## src/rtl/pipe_hazard_ctrl_if.sv

```systemverilog
// Signal bundle between the pipeline datapath and the hazard controller.
// The datapath side is the master; the hazard controller is the slave.
interface pipe_hazard_ctrl_if;
  // Hazard sources from the pipeline
  logic [4:0]  id_rs;
  logic [4:0]  id_rt;
  logic        id_uses_rt;
  logic        ex_memread;
  logic [4:0]  ex_rt;
  logic        redirect;
  logic        mem_req;
  logic        dmem_ready;
  logic        cnt_clr;
  // Pipeline controls and status back to the datapath
  logic        pc_en;
  logic        ifid_en;
  logic        ifid_flush;
  logic        idex_en;
  logic        idex_flush;
  logic        exmem_en;
  logic [1:0]  state;
  logic [15:0] stall_cycles;
  logic [7:0]  flush_events;

  modport master (
    output id_rs, id_rt, id_uses_rt, ex_memread, ex_rt, redirect, mem_req, dmem_ready, cnt_clr,
    input  pc_en, ifid_en, ifid_flush, idex_en, idex_flush, exmem_en, state, stall_cycles,
           flush_events
  );

  modport slave (
    input  id_rs, id_rt, id_uses_rt, ex_memread, ex_rt, redirect, mem_req, dmem_ready, cnt_clr,
    output pc_en, ifid_en, ifid_flush, idex_en, idex_flush, exmem_en, state, stall_cycles,
           flush_events
  );
endinterface

```

## src/rtl/pipe_hazard_ctrl.sv

```systemverilog
// Pipeline hazard controller: load-use stalls, branch/jump flushes and data-memory
// wait stalls for a 5-stage pipeline, plus saturating stall/flush performance counters.
// All pipeline controls are combinational from the registered state and current inputs.
module pipe_hazard_ctrl (
  input logic               clk,
  input logic               rst,
  pipe_hazard_ctrl_if.slave io_hz
);

  localparam logic [1:0] StRun     = 2'd0;
  localparam logic [1:0] StLdStall = 2'd1;
  localparam logic [1:0] StFlush   = 2'd2;
  localparam logic [1:0] StMemWait = 2'd3;

  logic [1:0]  r_state;
  logic [1:0]  w_state_nxt;
  logic [15:0] r_stall_cycles;
  logic [7:0]  r_flush_events;

  logic w_mem_wait;
  logic w_load_use;
  logic w_redirect_acc;
  logic w_pc_en;
  logic w_ifid_en;
  logic w_ifid_flush;
  logic w_idex_en;
  logic w_idex_flush;
  logic w_exmem_en;

  // Raw hazard conditions, before state-dependent suppression
  always_comb begin
    w_mem_wait = io_hz.mem_req & ~io_hz.dmem_ready;
    w_load_use = io_hz.ex_memread && (io_hz.ex_rt != 5'd0) &&
                 ((io_hz.ex_rt == io_hz.id_rs) ||
                  (io_hz.id_uses_rt && (io_hz.ex_rt == io_hz.id_rt)));
  end

  // Priority decode of pipeline controls and next state: rst > mem wait > redirect > load-use
  always_comb begin
    w_pc_en        = 1'b1;
    w_ifid_en      = 1'b1;
    w_ifid_flush   = 1'b0;
    w_idex_en      = 1'b1;
    w_idex_flush   = 1'b0;
    w_exmem_en     = 1'b1;
    w_redirect_acc = 1'b0;
    w_state_nxt    = StRun;
    if (rst) begin
      // Hold the PC and push bubbles through the front of the pipeline
      w_pc_en      = 1'b0;
      w_ifid_flush = 1'b1;
      w_idex_flush = 1'b1;
    end else if (w_mem_wait) begin
      w_pc_en     = 1'b0;
      w_ifid_en   = 1'b0;
      w_idex_en   = 1'b0;
      w_exmem_en  = 1'b0;
      w_state_nxt = StMemWait;
    end else begin
      unique case (r_state)
        StFlush: begin
          // Squash the wrong-path fetch; a second redirect here is stale and ignored
          w_ifid_flush = 1'b1;
        end
        StLdStall: begin
          // Bubble already inserted, so only a redirect can override the release cycle
          if (io_hz.redirect) begin
            w_ifid_flush   = 1'b1;
            w_idex_flush   = 1'b1;
            w_redirect_acc = 1'b1;
            w_state_nxt    = StFlush;
          end
        end
        StRun, StMemWait: begin
          if (io_hz.redirect) begin
            w_ifid_flush   = 1'b1;
            w_idex_flush   = 1'b1;
            w_redirect_acc = 1'b1;
            w_state_nxt    = StFlush;
          end else if (w_load_use) begin
            w_pc_en      = 1'b0;
            w_ifid_en    = 1'b0;
            w_idex_flush = 1'b1;
            w_state_nxt  = StLdStall;
          end
        end
        default: w_state_nxt = StRun;
      endcase
    end
  end

  // FSM state register
  always_ff @(posedge clk) begin
    if (rst) begin
      r_state <= StRun;
    end else begin
      r_state <= w_state_nxt;
    end
  end

  // Saturating performance counters; clear wins over increment
  always_ff @(posedge clk) begin
    if (rst || io_hz.cnt_clr) begin
      r_stall_cycles <= 16'd0;
      r_flush_events <= 8'd0;
    end else begin
      if (!w_pc_en && (r_stall_cycles != 16'hFFFF)) begin
        r_stall_cycles <= r_stall_cycles + 16'd1;
      end
      if (w_redirect_acc && (r_flush_events != 8'hFF)) begin
        r_flush_events <= r_flush_events + 8'd1;
      end
    end
  end

  assign io_hz.pc_en        = w_pc_en;
  assign io_hz.ifid_en      = w_ifid_en;
  assign io_hz.ifid_flush   = w_ifid_flush;
  assign io_hz.idex_en      = w_idex_en;
  assign io_hz.idex_flush   = w_idex_flush;
  assign io_hz.exmem_en     = w_exmem_en;
  assign io_hz.state        = r_state;
  assign io_hz.stall_cycles = r_stall_cycles;
  assign io_hz.flush_events = r_flush_events;

endmodule
```

## src/flat_wrapper.sv

```systemverilog
// flat-port wrapper written by rule: the top's interface ports become plain ports
module pipe_hazard_ctrl_flat 
  (clk, rst, io_hz_id_rs, io_hz_id_rt, io_hz_id_uses_rt, io_hz_ex_memread, io_hz_ex_rt, io_hz_redirect, io_hz_mem_req, io_hz_dmem_ready, io_hz_cnt_clr, io_hz_pc_en, io_hz_ifid_en, io_hz_ifid_flush, io_hz_idex_en, io_hz_idex_flush, io_hz_exmem_en, io_hz_state, io_hz_stall_cycles, io_hz_flush_events);
  pipe_hazard_ctrl_if io_hz_i ();
  input logic clk;
  input logic rst;
  input wire logic [$bits(io_hz_i.id_rs)-1:0] io_hz_id_rs;
  input wire logic [$bits(io_hz_i.id_rt)-1:0] io_hz_id_rt;
  input wire logic [$bits(io_hz_i.id_uses_rt)-1:0] io_hz_id_uses_rt;
  input wire logic [$bits(io_hz_i.ex_memread)-1:0] io_hz_ex_memread;
  input wire logic [$bits(io_hz_i.ex_rt)-1:0] io_hz_ex_rt;
  input wire logic [$bits(io_hz_i.redirect)-1:0] io_hz_redirect;
  input wire logic [$bits(io_hz_i.mem_req)-1:0] io_hz_mem_req;
  input wire logic [$bits(io_hz_i.dmem_ready)-1:0] io_hz_dmem_ready;
  input wire logic [$bits(io_hz_i.cnt_clr)-1:0] io_hz_cnt_clr;
  output wire logic [$bits(io_hz_i.pc_en)-1:0] io_hz_pc_en;
  output wire logic [$bits(io_hz_i.ifid_en)-1:0] io_hz_ifid_en;
  output wire logic [$bits(io_hz_i.ifid_flush)-1:0] io_hz_ifid_flush;
  output wire logic [$bits(io_hz_i.idex_en)-1:0] io_hz_idex_en;
  output wire logic [$bits(io_hz_i.idex_flush)-1:0] io_hz_idex_flush;
  output wire logic [$bits(io_hz_i.exmem_en)-1:0] io_hz_exmem_en;
  output wire logic [$bits(io_hz_i.state)-1:0] io_hz_state;
  output wire logic [$bits(io_hz_i.stall_cycles)-1:0] io_hz_stall_cycles;
  output wire logic [$bits(io_hz_i.flush_events)-1:0] io_hz_flush_events;
  assign io_hz_i.id_rs = io_hz_id_rs;
  assign io_hz_i.id_rt = io_hz_id_rt;
  assign io_hz_i.id_uses_rt = io_hz_id_uses_rt;
  assign io_hz_i.ex_memread = io_hz_ex_memread;
  assign io_hz_i.ex_rt = io_hz_ex_rt;
  assign io_hz_i.redirect = io_hz_redirect;
  assign io_hz_i.mem_req = io_hz_mem_req;
  assign io_hz_i.dmem_ready = io_hz_dmem_ready;
  assign io_hz_i.cnt_clr = io_hz_cnt_clr;
  assign io_hz_pc_en = io_hz_i.pc_en;
  assign io_hz_ifid_en = io_hz_i.ifid_en;
  assign io_hz_ifid_flush = io_hz_i.ifid_flush;
  assign io_hz_idex_en = io_hz_i.idex_en;
  assign io_hz_idex_flush = io_hz_i.idex_flush;
  assign io_hz_exmem_en = io_hz_i.exmem_en;
  assign io_hz_state = io_hz_i.state;
  assign io_hz_stall_cycles = io_hz_i.stall_cycles;
  assign io_hz_flush_events = io_hz_i.flush_events;
  pipe_hazard_ctrl u_core (.clk(clk), .rst(rst), .io_hz(io_hz_i));
endmodule
```

## config.mk

```make
export PLATFORM = sky130hd
export DESIGN_NAME = pipe_hazard_ctrl_flat
export DESIGN_NICKNAME = d
export VERILOG_FILES = /design/src/rtl/pipe_hazard_ctrl_if.sv /design/src/rtl/pipe_hazard_ctrl.sv /design/src/flat_wrapper.sv
export SDC_FILE = /design/constraint.sdc
export NUM_CORES = 1
export LEC_CHECK = 0
export BUFFER_PORTS_ARGS = -buffer_cell sky130_fd_sc_hd__buf_4
export CAP_MARGIN = 20
export CORE_MARGIN = 3
export CORE_UTILIZATION = 35
export CTS_CLUSTER_DIAMETER = 120
export DETAILED_ROUTE_END_ITERATION = 8
export PLACE_DENSITY = 0.58
export SLEW_MARGIN = 40
export SYNTH_ARGS = -nofsm -noshare
export SYNTH_HDL_FRONTEND = slang
export SYNTH_SLANG_ARGS = --single-unit
```

## constraint.sdc

```tcl
create_clock -name clk -period 2.7 [get_ports clk]
set_input_delay 0.54 -clock clk [delete_from_list [all_inputs] [get_ports clk]]
set_output_delay 0.54 -clock clk [all_outputs]
set_load 0.05 [all_outputs]
```

==> qor.log <==
qor: logic_synthesis.synth_xor_area_frac 0.08706
qor: min_path.min_path_type register to register
qor: timing.timing.final.crit_share 0.9588
qor: cts.cts_resized 0
qor: layout.layout.nets 267
qor: setup_path.worstSetupPathType input pin to primary output
qor: timing.clock.fmax 386.3 MHz
qor: die.ios 55
qor: timing.timing.final.setup_violations 0
qor: placed_design.hpwlAfterDp 3.009 mm
qor: power.worst_ir_drop_vdd 418.3 uV
qor: job.max_cap_violations 0
qor: setup_path.reg2reg_depth 7
qor: setup_path.worst_setup_path_end_kind primary output
qor: logic_synthesis.synth.mux.area_fraction 0.01990
qor: drt.drt_pre_antenna_iters 4
qor: cts.tritoncts.num_buffers 3
qor: die.die_x_extent 71.66 um
qor: run_status.run_status completed
qor: cts.cts.sinks 26
qor: logic_synthesis.yosysWarningCount 0
qor: timing.report.final.slew_viol_count 0
qor: placed_design.dp_cells 285
qor: cts.clockRootBuffer sky130_fd_sc_hd__clkbuf_8
qor: min_path.holdPathStages 2
qor: logic_synthesis.yosys_register_bits 26
qor: timing.maximum_clock_skew_at_final_layout 0.003699 ns
qor: setup_path.worst_ep_arrival_time 2.05 ns
qor: cts.post-cts-setup-buffer-count 0
qor: drt.routed_wire_length_per_instance 13.40 um
qor: logic_synthesis.synth_area_leader_cell sky130_fd_sc_hd__dfxtp_1
qor: timing.finalHoldViolations 0
qor: setup_path.required 2.16 ns
qor: die.die_height 71.66 um
qor: layout.synthToLayoutAreaGrowth 36.82%
qor: logic_synthesis.synth_top_family_by_area simple AND/OR/NAND/NOR gates
qor: global_routing.gr-total-overflow 0
qor: cts.clock_tree.buffer_depth 2
qor: logic_synthesis.synth.area.top_cells sky130_fd_sc_hd__dfxtp_1, sky130_fd_sc_hd__xnor2_1, sky130_fd_sc_hd__or4_1, sky130_fd_sc_hd__a21oi_1, sky130_fd_sc_hd__o31ai_1
qor: power.power_density 423.3 mW/mm^2
qor: logic_synthesis.post_synth_num_cell_types 37
qor: cts.clk_pin_slew 0.09 ns
qor: timing.tns 0 ns
qor: timing.rsz0062_at_grt no
qor: logic_synthesis.adder_cell_area_share_of_the_yosys_netlist 0.03317
qor: setup_path.crit_fanout 9
qor: global_routing.grt_antenna_before_repair 0
qor: drt.number_of_routed_nets_with_antenna_violations 0
qor: cts.tritoncts yes
qor: timing.worst_slew_pin_slew 0.7198 ns
qor: die.initial_core_util 0.3693
qor: drt.routed_wl 3.873 mm
qor: logic_synthesis.synth-simple-area-share 0.2852
qor: die.rows 23
qor: placed_design.io_buffers 54
qor: placed_design.placement.setup.worst_slack 0.1064 ns
qor: logic_synthesis.syn-cell-area 0.001509 mm^2
qor: timing.layout_min_cycle_time 2.589 ns
qor: drt.drc 0
qor: setup_path.worstSetupStartpointType input pin
qor: cts.clk_latency 0.27 ns
qor: cts.cts_htree_levels 1
qor: global_routing.grt_usage 0.1532
qor: logic_synthesis.avgSynthCellArea 8.246 um^2
qor: logic_synthesis.synth_cells 183
qor: logic_synthesis.synth_top_area_frac 0.3449
qor: drt.route.vias.total 1493
qor: logic_synthesis.mappedNetlistNets 210
qor: global_routing.first_global_vias 1361
qor: logic_synthesis.synth-compound-area-share 0.1774
qor: cts.ctsHoldBuffers 0
qor: layout.layoutNonFillerInstCount 289
qor: global_routing.grt_max_degree 25
qor: layout.drive_gt1_frac 0.2887
qor: layout.antenna_diode_count 0
qor: timing.worst_slew_margin_rel 0.5202
qor: die.die_area 0.005135 mm^2
qor: placed_design.last_weighted_congestion_value_of_the_routability_driven_placer 0.7456
qor: global_routing.grt_first_pass_wirelength 6.417 mm
qor: setup_path.timing.reg2reg.setup_slack 0.32 ns
qor: drt.vias_per_cell 5.166
qor: logic_synthesis.sequential_cell_area_fraction_in_the_yosys_report 0.3449
qor: timing.setup_ws 0.1111 ns
qor: power.p_leak 0.8093 nW
qor: die.core-area 0.004086 mm^2
qor: drt.dr.first_iter.drc_count 56
per-layer routing:
metal | up-vias | part of all wire | global-route usage
met4 | 0 | 0.0057 | 0.03132
li1 | 781 | - | -
met3 | 2 | 0.040 | 0.03506
met1 | 682 | 0.47 | 0.2053
met5 | - | 0 | 0
met2 | 28 | 0.49 | 0.2520
flip-flops by register name, indices dropped and copies added (netlist names):
signal,flops
u_core.io_hz.stall_cycles,16
u_core.io_hz.flush_events,8
u_core.io_hz.state,2
where the power goes:
group	switching (mW)	internal [mW]	total [mW]
clock	0.127	0.198	0.325
sequential	0.00395	0.387	0.391
combinational	0.0889	0.0689	0.158
total	0.219	0.654	0.874
final timing paths:
path                                startpoint                            to
setup / recovery                io_hz_ex_rt[0]                   io_hz_pc_en
hold / removal    u_core.io_hz.stall_cycles[9]  u_core.io_hz.stall_cycles[9]
setup reg to reg  u_core.io_hz.stall_cycles[0]  u_core.io_hz.stall_cycles[7]
hold reg to reg   u_core.io_hz.stall_cycles[9]  u_core.io_hz.stall_cycles[9]
cell families after synthesis:
logic type	count (synthesis)
fa+ha+maj	4
compound gates	40
simple gates	78
mux	3
buf+inv	17
xor+xnor	15
flops	26
worst max-delay path, cell delays in order:
cell,delay [ns]
sky130_fd_sc_hd__buf_4,0.12
sky130_fd_sc_hd__or4_1,0.53
sky130_fd_sc_hd__o211ai_1,0.23
sky130_fd_sc_hd__buf_4,0.16
sky130_fd_sc_hd__o31ai_4,0.07
sky130_fd_sc_hd__inv_2,0.16
sky130_fd_sc_hd__buf_4,0.23
per-stage QoR:
stage	utilization	instance area (um^2)	hold WS (ns)	power, mW
after floorplan	-	1509	0.6825	0.4940
after global placement	0.4878	1993	0.4922	0.5591
after detailed placement	0.4878	1993	0.5016	0.5586
after CTS	0.5052	2064	0.4976	0.8873
after global routing	0.5052	2064	0.5012	0.9168
final	0.5052	2064	0.5103	0.8739
layout make-up:
cell class	count	area [um^2]
fillers	424	2022
multi-input cells	140	909.6
flip-flops and latches	26	520.5
repair buffers	61	470.5
well taps	50	62.56
clock buffers	3	41.29
clock inverters	1	30.03
inverters	8	30.03
layout by cell type, fill, tap and decap left out, drive strengths merged, types with 2 or more instances in the layout:
master,netlist,final
nand2b,3,3
mux2i,3,3
nor2,15,15
a21oi,16,16
inv,8,8
and2,2,2
clkbuf,4,3
or3,5,5
nand4,7,7
o31ai,11,11
and3,7,7
and4,2,2
buf,5,61
or4,11,11
ha,4,4
dfxtp,26,26
nand2,11,11
xor2,4,4
xnor2,11,11
o21ai,6,6
nand3,10,10
cell usage after synthesis (all sizes together):
master and instances:
nand3 10, o22ai 1, nor2b 1, nand2 11, a311oi 1, o21ai 6
nor4b 1, nor3 1, nor4 1, a211oi 1, mux2i 3, xor2 4
clkbuf 4, o211ai 1, or2 1, and2 2, and3 7, or4 11
nor2 15, xnor2 11, o22a 1, dfxtp 26, ha 4, buf 5
nand4 7, nand2b 3, o21bai 1, a31o 1, and4 2, o31ai 11
a21oi 16, inv 8, or3 5
No activity file was read; power rests on OpenSTA's default activity.
